<file path="src/rtl/phy_rx_deserializer.sv">
// ---------------------------------------------------------------------------
// phy_rx_deserializer
//
// Receive side of a single PHY lane. The lane arrives as one bit per
// clk_32f edge, MSB of each byte first. The block hunts bit by bit for the
// COMMA character and then checks that further COMMAs keep arriving on the
// same 8-bit grid. After LOCK_COUNT consecutive aligned COMMAs the lane is
// declared active. From then on, every byte boundary produces a one-cycle
// byte_strobe. Data bytes are presented on data_out with valid_out set.
// IDLE and COMMA fillers clear valid_out and leave data_out unchanged.
//
// Ports
//   clk_32f     in   bit-rate clock, one serial bit sampled per rising edge
//   reset       in   synchronous active-high reset
//   data_in     in   serial lane bit, MSB of each byte first
//   data_out    out  [7:0] last received data byte
//   valid_out   out  data_out holds a data byte from the last boundary
//   byte_strobe out  one-cycle pulse at each byte boundary while locked
//   active      out  lane locked and aligned (sticky until reset)
// ---------------------------------------------------------------------------
module phy_rx_deserializer #(
    parameter logic [7:0] COMMA      = 8'hBC,
    parameter logic [7:0] IDLE       = 8'h7C,
    parameter int         LOCK_COUNT = 4      // legal range 1..15
) (
    input  logic       clk_32f,
    input  logic       reset,
    input  logic       data_in,
    output logic [7:0] data_out,
    output logic       valid_out,
    output logic       byte_strobe,
    output logic       active
);

    localparam logic [1:0] ST_SEARCH = 2'd0;
    localparam logic [1:0] ST_COUNT  = 2'd1;
    localparam logic [1:0] ST_LOCKED = 2'd2;

    localparam logic [3:0] LOCK_CNT4     = LOCK_COUNT[3:0];
    localparam bit         LOCK_ON_FIRST = (LOCK_COUNT == 1);

    logic [7:0] sr_q,        sr_d;
    logic [2:0] bit_cnt_q,   bit_cnt_d;
    logic [3:0] comma_cnt_q, comma_cnt_d;
    logic [1:0] state_q,     state_d;
    logic [7:0] data_q,      data_d;
    logic       valid_q,     valid_d;
    logic       strobe_q,    strobe_d;
    logic       active_q,    active_d;

    // The shift register after this edge's bit is included. Every decision
    // is made on this value, so a byte is judged at the edge sampling bit 0.
    logic [7:0] nxt;
    logic       boundary;
    logic       is_comma;
    logic       is_idle;
    logic [3:0] comma_inc;

    always_comb begin
        nxt       = {sr_q[6:0], data_in};
        boundary  = (bit_cnt_q == 3'd7);
        is_comma  = (nxt == COMMA);
        is_idle   = (nxt == IDLE);
        // Saturating increment so a long COMMA run can never wrap the count.
        comma_inc = (comma_cnt_q == 4'hF) ? 4'hF : comma_cnt_q + 4'd1;

        sr_d        = nxt;
        state_d     = state_q;
        bit_cnt_d   = bit_cnt_q;
        comma_cnt_d = comma_cnt_q;
        data_d      = data_q;
        valid_d     = valid_q;
        strobe_d    = 1'b0;
        active_d    = active_q;

        case (state_q)
            ST_SEARCH: begin
                // Bit-wise hunt: any position may start a candidate grid.
                bit_cnt_d = 3'd0;
                if (is_comma) begin
                    comma_cnt_d = 4'd1;
                    if (LOCK_ON_FIRST) begin
                        state_d  = ST_LOCKED;
                        active_d = 1'b1;
                    end else begin
                        state_d = ST_COUNT;
                    end
                end
            end

            ST_COUNT: begin
                bit_cnt_d = bit_cnt_q + 3'd1;
                if (boundary) begin
                    if (is_comma) begin
                        comma_cnt_d = comma_inc;
                        if (comma_inc == LOCK_CNT4) begin
                            state_d  = ST_LOCKED;
                            active_d = 1'b1;
                        end
                    end else begin
                        // Grid was wrong (or a false match). Restart the hunt
                        // from the next edge; this edge is not re-tested.
                        state_d     = ST_SEARCH;
                        comma_cnt_d = 4'd0;
                        bit_cnt_d   = 3'd0;
                    end
                end
            end

            ST_LOCKED: begin
                bit_cnt_d = bit_cnt_q + 3'd1;
                if (boundary) begin
                    strobe_d = 1'b1;
                    if (is_comma || is_idle) begin
                        valid_d = 1'b0;
                    end else begin
                        data_d  = nxt;
                        valid_d = 1'b1;
                    end
                end
            end

            default: begin
                state_d     = ST_SEARCH;
                bit_cnt_d   = 3'd0;
                comma_cnt_d = 4'd0;
            end
        endcase
    end

    always_ff @(posedge clk_32f) begin
        if (reset) begin
            sr_q        <= 8'h00;
            bit_cnt_q   <= 3'd0;
            comma_cnt_q <= 4'd0;
            state_q     <= ST_SEARCH;
            data_q      <= 8'h00;
            valid_q     <= 1'b0;
            strobe_q    <= 1'b0;
            active_q    <= 1'b0;
        end else begin
            sr_q        <= sr_d;
            bit_cnt_q   <= bit_cnt_d;
            comma_cnt_q <= comma_cnt_d;
            state_q     <= state_d;
            data_q      <= data_d;
            valid_q     <= valid_d;
            strobe_q    <= strobe_d;
            active_q    <= active_d;
        end
    end

    assign data_out    = data_q;
    assign valid_out   = valid_q;
    assign byte_strobe = strobe_q;
    assign active      = active_q;

endmodule

</file>
<file path="config.mk">
export PLATFORM = sky130hd
export DESIGN_NAME = phy_rx_deserializer
export DESIGN_NICKNAME = d
export VERILOG_FILES = /design/src/rtl/phy_rx_deserializer.sv
export SDC_FILE = /design/constraint.sdc
export NUM_CORES = 1
export LEC_CHECK = 0
export ABC_AREA = 1
export CAP_MARGIN = 20
export CELL_PAD_IN_SITES_DETAIL_PLACEMENT = 1
export CELL_PAD_IN_SITES_GLOBAL_PLACEMENT = 2
export CORE_MARGIN = 3
export CORE_UTILIZATION = 33
export DETAILED_ROUTE_END_ITERATION = 7
export PLACE_DENSITY_LB_ADDON = 0.08
export SYNTH_ARGS = -nofsm -noshare
export SYNTH_HDL_FRONTEND = slang
export SYNTH_SLANG_ARGS = --single-unit
</file>
<file path="constraint.sdc">
create_clock -name clk_32f -period 3 [get_ports clk_32f]
set_input_delay 0.45 -clock clk_32f [delete_from_list [all_inputs] [get_ports clk_32f]]
set_output_delay 0.45 -clock clk_32f [all_outputs]
set_load 0.05 [all_outputs]
</file>
==> Word level (Yosys, flattened, before mapping) <==
Index checks and enable logic that the tools add are counted.
{ "word_totals": {"register_bits": 27, "latchBits": 0, "mem_bits_rw": 0, "romBits": 0, "input_bits": 3, "output_inout_bits": 11, "wordCells": 45, "mem_count": 0} }
{ "classes": {"add_sub_neg": 2, "n_mul": 0, "div": 0, "magnitude_cmp": 0, "n_eq_ne": 10, "n_shift": 0, "muxes": 15, "bitwise_logic": 2, "n_reduce_logical": 8} }
{ "op_table": {"columns": ["op", "n"], "rows": [
  ["$mux 4", 4],
  ["$pmux 4 s3", 1],
  ["$eq 8x7->1 const B", 1],
  ["$eq 8x8->1 const B", 1],
  ["$mux 2", 4],
  ["$reduce_and 4->1", 2],
  ["$mux 3", 2],
  ["$pmux 2 s3", 1],
  ["$pmux 3 s2", 1],
  ["$reduce_and 3->1", 2],
  ["$add 4x1->4 const B", 1],
  ["$eq 4x3->1 const B", 1],
  ["$eq 4x4->1 const B", 1],
  ["$ne 2x2->1 const B", 2],
  ["$add 3x1->3 const B", 1],
  ["$eq 3x3->1 const B", 1],
  ["$ne 3x3->1 const B", 1],
  ["$eq 2x1->1 const B", 1],
  ["$eq 2x2->1 const B", 1],
  ["$logic_not 2->1", 1],
  ["$mux 1", 2],
  ["$not 1->1", 2],
  ["$reduce_and 2->1", 1],
  ["$reduce_or 2->1", 1],
  ["$logic_or 1x1->1", 1]
]} }

==> Longest topological paths before layout <==
{ "logic_depth": {"word_depth": 7, "depth_mapped": 11, "depth_no_buf": 11} }

==> Worst setup path before layout <==
No wires, ideal clock.
{ "synth_path": {"path_type": "reg2reg", "startpoint": "reg bit_cnt_q[0]", "endpoint": "reg comma_cnt_q[2]", "setup_time_ns": 0.115, "arrival_time_ns": 1.305, "required_time_ns": 2.885, "slack_ns": 1.580, "path_stages_with_launch": 10, "n_path_buf": 0, "period_less_slack_ns": 1.420, "cell_sequence": "dfxtp_1 > ha_1 > ha_1 > inv_1 > a21oi_1 > nand2_1 > nand2_2 > nand2_1 > nand2_1 > nor2_1"} }
{ "synth_via": {"elab_chain_len": 3} }
{ "synth_lines": {"columns": ["element", "line", "source"], "rows": [
  ["from (decl)", "43", "logic [2:0] bit_cnt_q, bit_cnt_d;"],
  ["from (signal assigned)", "143", "bit_cnt_q <= bit_cnt_d;"],
  ["$eq 3x3->1", "61", "boundary = (bit_cnt_q == 3'd7);"],
  ["named net boundary", "54", "logic boundary;"],
  ["$ne 2x2->1 (no line)", null, null],
  ["$reduce_and 3->1 (no line)", null, null],
  ["to (signal assigned)", "144", "comma_cnt_q <= comma_cnt_d;"],
  ["to (decl)", "44", "logic [3:0] comma_cnt_q, comma_cnt_d;"]
]} }
The timed path passes the listed nets, and every way through them passes these cells.
A chain may end at the register's enable or synchronous reset.

==> Worst setup path after layout <==
{ "layout_path": {"startpoint": "reg data_q[3] (netlist: data_out[3])", "endpoint": "out data_out[3]"} }
{ "layout_lines": {"columns": ["element", "line", "source"], "rows": [
  ["from (decl)", "46", "logic [7:0] data_q, data_d;"],
  ["from (signal assigned)", "146", "data_q <= data_d;"],
  ["to (decl)", "29", "output logic [7:0] data_out,"]
]} }
No word-level cell between the ends.

==> flow_summary.json <==
{
  "drv_slew": 0,
  "grt_pass1_vias": 968,
  "cts_buffers": 3,
  "syn_inst": 154,
  "p_leak_nw": 0.565,
  "clk_latency_ps": 310,
  "maxSlewHeadroom_pct": 66.3,
  "synthArstFlopShare_pct": 0,
  "postSynthAreaPerCell_um2": 7.62,
  "grtUsageMet2_pct": 22.7,
  "post_cts_buffers": 0,
  "synthTopCellsByArea": "dfxtp_1, inv_1, nand2_1, ha_1, nor2_1",
  "gr-usage-met1_pct": 14.9,
  "cp-start-kind": "register",
  "synth_xor_area_share_pct": 0,
  "critPathArrivalTime_ps": 1490,
  "clk_pin_slew_ps": 140,
  "internal_power_mw": 0.439,
  "rsz0062_at_grt": "no",
  "synth_top_cell_by_area": "dfxtp_1",
  "crit_chain": "clkdlybuf4s50_1",
  "multiInputGateArea_um2": 504,
  "grt_overflow": 0,
  "status": "finished, final reports clean",
  "report.final.setup_viol": 0,
  "regArea_um2": 541,
  "fin_crit_sh_pct": 64.5,
  "min_path_cells": 1,
  "nNetsFinal": 178,
  "synthSimpleGateAreaFrac_pct": 23.8,
  "hold_violations": 0,
  "synth.yosys.seq_area_share_pct": 46.1,
  "yosysTopAreaCellShare_pct": 46.1,
  "synth_compound_area_share_pct": 12.8,
  "hold_class": "reg2reg",
  "fp-row-count": 21,
  "cp_slowest_cell": "clkdlybuf4s50_1",
  "mappedNetlistNets": 163,
  "drtAntennaViolNets": 0,
  "fillers": 440,
  "clock-skew-final_ps": 5.48,
  "regToRegSetupSlack_ps": 1370,
  "switching_power_mw": 0.144,
  "end_kind": "output port",
  "antenna_cells": 0,
  "synth_ff_type": "dfxtp_1",
  "vdd_drop_max_uv": 209,
  "synth_top_family_by_area": "simple AND/OR/NAND/NOR gates",
  "synthToLayoutAreaGrowth_pct": 16.5,
  "post_cts_resized": 0,
  "crit_buf_inv": 1,
  "vias": 966,
  "grt.busiest_layer": "met2",
  "p_total_mw": 0.583,
  "die_h_um": 65.6,
  "crit_fanout": 2,
  "ctsHoldBuffers": 0,
  "dieArea_um2": 4310,
  "worst_r2r_startpoint": "bit_cnt_q[0]",
  "grt_pass1_wl_um": 4260,
  "drt_first_pass_iters": 4,
  "tns_ps": 0,
  "power_frac_seq_pct": 64.6,
  "min-delay-start": "bit_cnt_q[0]",
  "pin_count": 14,
  "r2r-end": "comma_cnt_q[2]",
  "cpLargestDelayFamily": "buffers and inverters",
  "cellPowerDensity_nw_per_um2": 426,
  "max_stage_delay_ps": 810,
  "cts_tree": "done",
  "clkSinkCount": 27,
  "synth.distinct_cells": 22,
  "drc": 0,
  "synthTopCellsByCount": "dfxtp_1, inv_1, nand2_1",
  "p_clk_share_pct": 26.0,
  "hold_end": "bit_cnt_q[0]",
  "syn_area_um2": 1170,
  "comb_power_share_pct": 9.4,
  "wl_um": 2350,
  "synthMuxAreaShare_pct": 0,
  "grt_start_max_net_pins": 16,
  "gp_congestion": 0.758,
  "synth_warnings": 0,
  "fmax_mhz": 517,
  "initial_utilization_pct": 34.6,
  "ys_seq_elements": 27,
  "sw_frac_of_total_pct": 24.7,
  "min_period_ps": 1940,
  "wire_per_inst_um": 11.0,
  "viasPerCell": 4.51,
  "reg2regPathDepth": 9,
  "initialDrtViolationCount": 46,
  "antenna_found_initial": 0,
  "root_buffer": "clkbuf_4",
  "critPathRequiredTime_ps": 2550,
  "htreeDepth": 1,
  "dp_hpwl_um": 1910,
  "fin_util_pct": 40.3,
  "worstMarginPinSlew_ps": 504,
  "grt.total_usage_pct": 12.9,
  "synth_fa_ha_area_share_pct": 6.40,
  "die_w_um": 65.6,
  "port_buffers": 13,
  "cts_buffer_depth": 2,
  "drive_above_1_share_pct": 7.74,
  "drv_cap": 0,
  "core_area_um2": 3390,
  "met3_usage_pct": 2.74,
  "synth_edf_count": 0,
  "worstSetupPathType": "reg2out"
}
==> how the worst max path moves through the flow <==
| stage | startpoint | to | depth (start not counted) |
|---|---|---|---|
| after global routing | data_out[3] | data_out[3] | 1 |
| after global placement | data_in | data_out[6] | 6 |
| after CTS | data_out[3] | data_out[3] | 1 |
| final | data_out[3] | data_out[3] | 1 |
| after floorplan | bit_cnt_q[0] | comma_cnt_q[2] | 9 |
| after detailed placement | data_in | data_out[6] | 6 |
==> per-layer routing <==
metal	part of all wire (%)	vias to the layer above	routed length, um
met3	1.8	2	43
met4	0.98	0	23
met5	0	-	0
li1	-	506	-
met1	44	454	1040
met2	53	4	1240
==> placed cells by master (no fill, tap or decap), types with 2 or more instances in the layout <==
cell / n
inv_1: 27
nand2_1: 27
dfxtp_1: 27
nor2_1: 19
a21oi_1: 14
clkdlybuf4s50_1: 13
o21ai_0: 8
nand3_1: 6
ha_1: 6
o21ai_1: 4
nand2_2: 3
clkbuf_4: 3
nand3_2: 2
==> area by class of cell <==
cell class / instances / area share (%)
Sequential cell: 27 / 39.5
Multi-Input combinational cell: 95 / 36.9
Timing Repair Buffer: 13 / 9.52
Inverter: 29 / 7.96
Tap cell: 46 / 4.21
Clock buffer: 4 / 1.92
==> stage by stage <==
step / instance area [um2] / setup slack (ps) / hold WS (ps) / cells
after global placement: 1340 / 1070 / 411 / 210
final: 1370 / 1060 / 431 / 214
after global routing: 1370 / 976 / 464 / 214
after floorplan: 1170 / 1580 / 398 / 154
after detailed placement: 1340 / 1060 / 419 / 210
after CTS: 1370 / 1040 / 438 / 214
==> sequential cells by signal, summed over array words and instances, names as in the netlist <==
register,cells
comma_cnt_q,4
valid_out,1
bit_cnt_q,3
state_q,2
byte_strobe,1
sr_q,7
data_out,8
active,1
==> logic make-up after synthesis <==
logic type                 Yosys count
and+or+nand+nor                     61
DFF                                 27
AOI/OAI and AO/OA                   28
buffers and inverters               32
adders and majority gates            6
==> power by group through the flow <==
stage	Combinational, mW	Sequential (mW)	Clock (mW)
2_1_floorplan	0.0423	0.382	0
3_3_place_gp	0.0549	0.384	0
3_5_place_dp	0.0554	0.385	0
4_1_cts	0.0558	0.377	0.162
5_1_grt	0.0641	0.379	0.183
6_report	0.0546	0.377	0.151
No activity file was read; power rests on OpenSTA's default activity.
